<file path="src/rtl/openram_march_bist.sv">
// openram_march_bist: March C- self-test engine for a single OpenRAM macro.
// Runs M0..M5 over the full address space with a latched data background,
// compares read data through a READ_LAT-deep pipeline and counts mismatches.
// Define OPENRAM_BIST_ERR_LOG_EN to add a first-mismatch capture log.

module openram_march_bist #(
  parameter int unsigned DATA_W    = 32,
  parameter int unsigned ADDR_W    = 8,
  parameter int unsigned DUAL_PORT = 1,
  parameter int unsigned READ_LAT  = 1,
  parameter int unsigned CNT_W     = 16
) (
  input  logic                wb_clk_i,
  input  logic                wb_rst_i,
  input  logic                start,
  input  logic                abort,
  input  logic [DATA_W-1:0]   background,
  output logic                busy,
  output logic                done,
  output logic                pass,
  output logic [CNT_W-1:0]    fail_count,
  output logic                csb0,
  output logic                web0,
  output logic [DATA_W/8-1:0] wmask0,
  output logic [ADDR_W-1:0]   addr0,
  output logic [DATA_W-1:0]   din0,
  input  logic [DATA_W-1:0]   dout0,
  output logic                csb1,
  output logic [ADDR_W-1:0]   addr1,
  input  logic [DATA_W-1:0]   dout1
`ifdef OPENRAM_BIST_ERR_LOG_EN
  ,
  output logic                err_valid,
  output logic [ADDR_W-1:0]   err_addr,
  output logic [2:0]          err_element,
  output logic [DATA_W-1:0]   err_expected,
  output logic [DATA_W-1:0]   err_actual
`endif
);

  typedef enum logic [1:0] {StIdle, StRun, StDrain, StDone} state_e;

  state_e            state_q, state_d;
  logic [2:0]        elem_q, elem_d;
  logic [ADDR_W-1:0] addr_q, addr_d;
  logic              op_q, op_d;     // 0: first op at this address, 1: second
  logic [1:0]        drain_q;
  logic [DATA_W-1:0] bg_q;
  logic [CNT_W-1:0]  fail_q, fail_d;
  logic              pass_q, pass_d;

  // Read-compare pipeline, stage READ_LAT-1 lines up with valid dout
  logic              pipe_vld [READ_LAT];
  logic              pipe_p1  [READ_LAT];
  logic [DATA_W-1:0] pipe_exp [READ_LAT];
`ifdef OPENRAM_BIST_ERR_LOG_EN
  logic [ADDR_W-1:0] pipe_addr [READ_LAT];
  logic [2:0]        pipe_elem [READ_LAT];
`endif

  logic              start_ok, abort_now, is_desc, last_op, addr_end, run_last;
  logic              is_wr, use_p1, rd_issue, mismatch;
  logic [DATA_W-1:0] rd_exp, wr_data, cmp_act;

  assign start_ok  = (state_q == StIdle) && start;
  assign abort_now = ((state_q == StRun) || (state_q == StDrain)) && abort;
  assign is_desc   = (elem_q == 3'd3) || (elem_q == 3'd4);
  assign last_op   = (elem_q == 3'd0) || (elem_q == 3'd5) || op_q;
  assign addr_end  = is_desc ? (addr_q == '0) : (addr_q == '1);
  assign run_last  = (elem_q == 3'd5) && addr_end;
  assign is_wr     = (elem_q == 3'd0) || op_q;
  assign use_p1    = (DUAL_PORT != 0) && (elem_q == 3'd5);
  assign rd_issue  = (state_q == StRun) && !is_wr;
  // M2/M4 read the inverted background, M1/M3 write it
  assign rd_exp    = ((elem_q == 3'd2) || (elem_q == 3'd4)) ? ~bg_q : bg_q;
  assign wr_data   = ((elem_q == 3'd1) || (elem_q == 3'd3)) ? ~bg_q : bg_q;
  assign cmp_act   = pipe_p1[READ_LAT-1] ? dout1 : dout0;
  assign mismatch  = pipe_vld[READ_LAT-1] && (cmp_act != pipe_exp[READ_LAT-1]) && !abort_now;

  // State register
  always_ff @(posedge wb_clk_i) begin
    if (wb_rst_i) state_q <= StIdle;
    else          state_q <= state_d;
  end

  // Next-state logic
  always_comb begin
    state_d = state_q;
    unique case (state_q)
      StIdle:  if (start) state_d = StRun;
      StRun: begin
        if (abort)         state_d = StIdle;
        else if (run_last) state_d = StDrain;
      end
      StDrain: begin
        if (abort)                              state_d = StIdle;
        else if (drain_q == 2'(READ_LAT - 1)) state_d = StDone;
      end
      StDone:  state_d = StIdle;
      default: state_d = StIdle;
    endcase
  end

  // SRAM port drive and status outputs
  always_comb begin
    csb0   = 1'b1;
    web0   = 1'b1;
    wmask0 = '0;
    addr0  = '0;
    din0   = '0;
    csb1   = 1'b1;
    addr1  = '0;
    if (state_q == StRun) begin
      if (is_wr) begin
        csb0   = 1'b0;
        web0   = 1'b0;
        wmask0 = '1;
        addr0  = addr_q;
        din0   = wr_data;
      end else if (use_p1) begin
        csb1  = 1'b0;
        addr1 = addr_q;
      end else begin
        csb0  = 1'b0;
        addr0 = addr_q;
      end
    end
    busy = (state_q == StRun) || (state_q == StDrain);
    done = (state_q == StDone);
  end

  // Element / address / op sequencing through the March elements
  always_comb begin
    elem_d = elem_q;
    addr_d = addr_q;
    op_d   = op_q;
    if (start_ok) begin
      elem_d = 3'd0;
      addr_d = '0;
      op_d   = 1'b0;
    end else if (state_q == StRun) begin
      if (!last_op) begin
        op_d = 1'b1;
      end else begin
        op_d = 1'b0;
        if (addr_end) begin
          elem_d = elem_q + 3'd1;
          // M3 and M4 are descending and start from the top
          addr_d = ((elem_q == 3'd2) || (elem_q == 3'd3)) ? '1 : '0;
        end else begin
          addr_d = is_desc ? addr_q - 1'b1 : addr_q + 1'b1;
        end
      end
    end
  end

  // Saturating mismatch count and pass flag
  always_comb begin
    fail_d = fail_q;
    pass_d = pass_q;
    if (start_ok) begin
      fail_d = '0;
      pass_d = 1'b0;
    end else begin
      if (mismatch && (fail_q != '1)) fail_d = fail_q + CNT_W'(1);
      if (abort_now) pass_d = 1'b0;
      else if ((state_q == StDrain) && (state_d == StDone)) pass_d = (fail_d == '0);
    end
  end

  // Sequencer, background and result registers
  always_ff @(posedge wb_clk_i) begin
    if (wb_rst_i) begin
      elem_q  <= '0;
      addr_q  <= '0;
      op_q    <= 1'b0;
      drain_q <= '0;
      bg_q    <= '0;
      fail_q  <= '0;
      pass_q  <= 1'b0;
    end else begin
      elem_q  <= elem_d;
      addr_q  <= addr_d;
      op_q    <= op_d;
      drain_q <= (state_q == StDrain) ? drain_q + 2'd1 : 2'd0;
      if (start_ok) bg_q <= background;
      fail_q  <= fail_d;
      pass_q  <= pass_d;
    end
  end

  // Expected-data pipeline; abort discards outstanding compares
  always_ff @(posedge wb_clk_i) begin
    if (wb_rst_i || abort_now) begin
      for (int i = 0; i < int'(READ_LAT); i++) begin
        pipe_vld[i] <= 1'b0;
        pipe_p1[i]  <= 1'b0;
        pipe_exp[i] <= '0;
`ifdef OPENRAM_BIST_ERR_LOG_EN
        pipe_addr[i] <= '0;
        pipe_elem[i] <= '0;
`endif
      end
    end else begin
      pipe_vld[0] <= rd_issue;
      pipe_p1[0]  <= use_p1;
      pipe_exp[0] <= rd_exp;
`ifdef OPENRAM_BIST_ERR_LOG_EN
      pipe_addr[0] <= addr_q;
      pipe_elem[0] <= elem_q;
`endif
      for (int i = 1; i < int'(READ_LAT); i++) begin
        pipe_vld[i] <= pipe_vld[i-1];
        pipe_p1[i]  <= pipe_p1[i-1];
        pipe_exp[i] <= pipe_exp[i-1];
`ifdef OPENRAM_BIST_ERR_LOG_EN
        pipe_addr[i] <= pipe_addr[i-1];
        pipe_elem[i] <= pipe_elem[i-1];
`endif
      end
    end
  end

  assign pass       = pass_q;
  assign fail_count = fail_q;

`ifdef OPENRAM_BIST_ERR_LOG_EN
  logic              err_valid_q;
  logic [ADDR_W-1:0] err_addr_q;
  logic [2:0]        err_elem_q;
  logic [DATA_W-1:0] err_exp_q, err_act_q;

  // First-mismatch capture, cleared by an accepted start
  always_ff @(posedge wb_clk_i) begin
    if (wb_rst_i) begin
      err_valid_q <= 1'b0;
      err_addr_q  <= '0;
      err_elem_q  <= '0;
      err_exp_q   <= '0;
      err_act_q   <= '0;
    end else if (start_ok) begin
      err_valid_q <= 1'b0;
    end else if (mismatch && !err_valid_q) begin
      err_valid_q <= 1'b1;
      err_addr_q  <= pipe_addr[READ_LAT-1];
      err_elem_q  <= pipe_elem[READ_LAT-1];
      err_exp_q   <= pipe_exp[READ_LAT-1];
      err_act_q   <= cmp_act;
    end
  end

  assign err_valid    = err_valid_q;
  assign err_addr     = err_addr_q;
  assign err_element  = err_elem_q;
  assign err_expected = err_exp_q;
  assign err_actual   = err_act_q;
`endif

endmodule

</file>
<file path="config.mk">
export PLATFORM = sky130hd
export DESIGN_NAME = openram_march_bist
export DESIGN_NICKNAME = d
export VERILOG_FILES = /design/src/rtl/openram_march_bist.sv
export SDC_FILE = /design/constraint.sdc
export NUM_CORES = 1
export LEC_CHECK = 0
export ABC_CLOCK_PERIOD_IN_PS = 4400
export BUFFER_PORTS_ARGS = -buffer_cell sky130_fd_sc_hd__buf_2
export CAP_MARGIN = 20
export CORE_ASPECT_RATIO = 0.75
export CORE_UTILIZATION = 32
export DETAILED_ROUTE_END_ITERATION = 10
export SLEW_MARGIN = 30
export SYNTH_ARGS = -nofsm -noshare
export SYNTH_HDL_FRONTEND = slang
export SYNTH_SLANG_ARGS = --single-unit
</file>
<file path="constraint.sdc">
create_clock -name wb_clk_i -period 4.4 [get_ports wb_clk_i]
set_clock_uncertainty 0.15 [all_clocks]
set_input_delay 0.44 -clock wb_clk_i [delete_from_list [all_inputs] [get_ports wb_clk_i]]
set_output_delay 0.44 -clock wb_clk_i [all_outputs]
set_load 0.01 [all_outputs]
</file>
==> qor.tcl <==
set qor(dominantRegCellSynth) {dfxtp_1}
set qor(critical-path-top-delay-family) {compound AO/OA/AOI/OAI gates}
set qor(initial_core_util) 0.326
set qor(routedWlPerCell_um) 14.1
set qor(grt.total_usage) 0.170
set qor(worst-path-max-fanout) 13
set qor(grt_pass1_wl_mm) 24.4
set qor(postSynthCellCount) 709
set qor(uppermost_metal_layer_occupied_by_signal_nets) {met4}
set qor(timing.critical_path.mode_cell) {a21o_1}
set qor(critPathMaxStageDelay_ns) 0.61
set qor(core_area_mm2) 0.0176
set qor(nets) 975
set qor(timing.setup.tns_ns) 0
set qor(ys_warn_count) 0
set qor(grt_antenna_before_repair) 0
set qor(clkLatencyLatePin_ns) 0.35
set qor(report.final.slew_viol_count) 0
set qor(clk_transition_reported_paths_ns) 0.07
set qor(ir_drop_v) 0.000163
set qor(synth_edf_count) 0
set qor(timing.critical_path.from) {elem_q[0]}
set qor(rr_startpoint) {elem_q[0]}
set qor(synthArstFlopShare) 0
set qor(post_drt_via_cell_ratio) 4.53
set qor(placementRows) 42
set qor(num_vias) 4993
set qor(final_layout_size_suffix_gt1_frac) 0.246
set qor(post_drt_antenna_nets) 0
set qor(cts_resized) 0
set qor(cellLeakagePower_nw) 2.99
set qor(place.port_buffers) 173
set qor(die_span_y_um) 118
set qor(min_period_over_period) 0.826
set qor(antenna_cell_count) 0
set qor(syn_to_layout_area_delta_pct) 23.5
set qor(die_area_mm2) 0.0185
set qor(cts_sinks) 99
set qor(tritoncts.num_buffers) 9
set qor(power_density_over_cell_area_mw_per_mm2) 287
set qor(largest_net_degree_at_the_start_of_global_routing) 40
set qor(timing.final.crit_period_ns) 3.63
set qor(worstPathArrival_ns) 3.77
set qor(finalWeightedCongestion) 0.845
set qor(post_synth_main_area_contributors) {dfxtp_1 35%, xor2_1 11%, nor2_1 7.3%, xnor2_1 6.9%, mux2i_1 6.1%}
set qor(finalInstanceArea_mm2) 0.00709
set qor(timing.setup.critical_path_class) {flop to flop}
set qor(die_x_um) 157
set qor(finalHoldViolations) 0
set qor(grt-ovfl-total) 0
set qor(cp.required_ns) 4.54
set qor(h_tree_levels) 3
set qor(synthDistinctLibCells) 51
set qor(holdBufCountCts) 0
set qor(tritoncts) {yes}
set qor(postSynthRegisterBits) 99
set qor(worst_setup_path_start_kind) {flop}
set qor(timing.max_cap.violations) 0
set qor(first_global_vias) 4497
set qor(avgSynthCellArea_um2) 8.10
set qor(fin_cells) 1103
set qor(synth.cell_area_mm2) 0.00574
set qor(layout.filler_cells) 1806
set qor(critical_path.slowest_cell) {or4b_2}
set qor(post-route-drc-count) 0
set qor(status) {finished clean}
set qor(rsz_0062_raised_after_global_routing) {no}
set qor(dp.final_hpwl_mm) 11.9
set qor(cts_root_buffer) {clkbuf_16}
set qor(mapped_nets) 828
set qor(setup_violating_endpoint_count_in_the_final_report) 0
set qor(synth_largest_type_area_fraction) 0.345
set qor(finalWirelength_mm) 15.6
set qor(detailedRoute.firstIterationViolations) 250
set qor(first_pass_iters) 4
set qor(timing.hold.worst.start) {background[18]}
set qor(cts_setup_buffers) 0
set qor(slew_headroom) 0.364
set qor(synth.yosys.seq_area_share) 0.345
set qor(achievable_frequency_mhz) 275
set qor(holdWs_ns) 0.177
set qor(r2r_slack_ns) 0.77
set qor(cp.buffers_inverters) 1
set qor(end_kind) {flop}
set qor(met2WireLength_mm) 5.86
set qor(ioPinCount) 174
set qor(synth_largest_area_cell) {dfxtp_1}
set qor(kind_of_path_behind_the_tightest_hold_check) {input port to flop}
set qor(crit_chain) {inv_1, ha_1, mux2_2, ha_1, a21o_1, a21oi_1, o21bai_1, a21o_1, a21o_1, a21o_1, or4b_2, a31oi_1, o21a_1}
set qor(placed_area_mm2) 0.00678
set qor(clock_tree.buffer_depth) 2
set qor(max_slew.worst_pin.slew_ns) 0.954
set qor(placed_cells_incl_taps) 1087
set qor(met3_wirelength_um) 788
set qor(m1WireLength_mm) 8.74
cell usage in the layout (no fill, tap or decap), types with 3 or more instances in the layout:
| cell type | count |
|---|---|
| buf_2 | 173 |
| nor2_1 | 111 |
| dfxtp_1 | 98 |
| nand2_1 | 92 |
| xor2_1 | 72 |
| a21oi_1 | 48 |
| xnor2_1 | 45 |
| mux2i_1 | 35 |
| and2_1 | 18 |
| ha_1 | 18 |
| inv_1 | 13 |
| nor4_1 | 13 |
| nand3_1 | 13 |
| o21ai_0 | 9 |
| clkbuf_16 | 9 |
| nand4_1 | 7 |
| buf_4 | 7 |
| nand2b_1 | 6 |
| nor3_1 | 6 |
| o22ai_1 | 6 |
| and3_1 | 5 |
| a21o_1 | 5 |
| nor4_2 | 3 |
| or2_2 | 3 |
| o21bai_1 | 3 |
| o211ai_1 | 3 |
tightest hold or removal path: stages:
cell and delay (ns):
buf_2 0.10, nand2_1 0.05, a21oi_1 0.05
stage by stage:
step	power (mW)	utilization	setup WS, ns
2_1_floorplan	1.13	-	1.07
3_3_place_gp	1.23	0.385	0.889
3_5_place_dp	1.23	0.385	0.800
4_1_cts	2.06	0.403	0.780
5_1_grt	2.13	0.403	0.621
6_report	2.04	0.403	0.767
power by group:
group | internal, mW | switching (mW) | leakage (nW)
Clock | 0.474 | 0.351 | 0.152
Sequential | 0.930 | 0.0376 | 0.806
Combinational | 0.109 | 0.136 | 2.03
routing by layer:
| layer | vias up | GRT usage |
|---|---|---|
| met2 | 136 | 0.222 |
| li1 | 2632 | - |
| met4 | 0 | 0.0411 |
| met3 | 13 | 0.0342 |
| met1 | 2212 | 0.275 |
| met5 | - | 0 |
synthesized netlist by cell type (6+ instances only):
master,number
dfxtp_1,99
nor3_1,6
ha_1,18
nor2_1,111
o22ai_1,6
o21ai_0,9
and2_1,18
nand2_1,92
inv_1,13
nand4_1,7
xnor2_1,45
a21oi_1,50
nand2b_1,8
nor4_1,13
mux2i_1,35
xor2_1,72
clkbuf_1,31
nand3_1,13
flip-flops by register name (all words and copies together) (netlist names), 2 cells and up:
| register | flops |
|---|---|
| fail_count | 16 |
| drain_q | 2 |
| addr_q | 8 |
| pipe_exp | 32 |
| elem_q | 3 |
| state_q | 2 |
| bg_q | 32 |
worst paths after layout:
path | cells after the start | end
max | 13 | addr_q[7]
min | 3 | bg_q[18]
max reg2reg | 13 | addr_q[7]
min reg2reg | 1 | drain_q[0]
area by class of cell:
type | count | area, µm² | area share
Multi-Input combinational cell | 553 | 3520 | 0.497
Clock buffer | 11 | 253 | 0.0357
Tap cell | 242 | 303 | 0.0427
Clock inverter | 5 | 60.1 | 0.00847
Inverter | 13 | 48.8 | 0.00688
Timing Repair Buffer | 180 | 918 | 0.130
Sequential cell | 99 | 1980 | 0.280
cells by family after synthesis:
kind of cell    synth area share
simple gates               0.231
xor+xnor                   0.179
flops                      0.345
compound gates            0.0894
buf+inv                   0.0458
mux                       0.0676
fa+ha+maj                 0.0427
(Power assumes the default switching activity.)
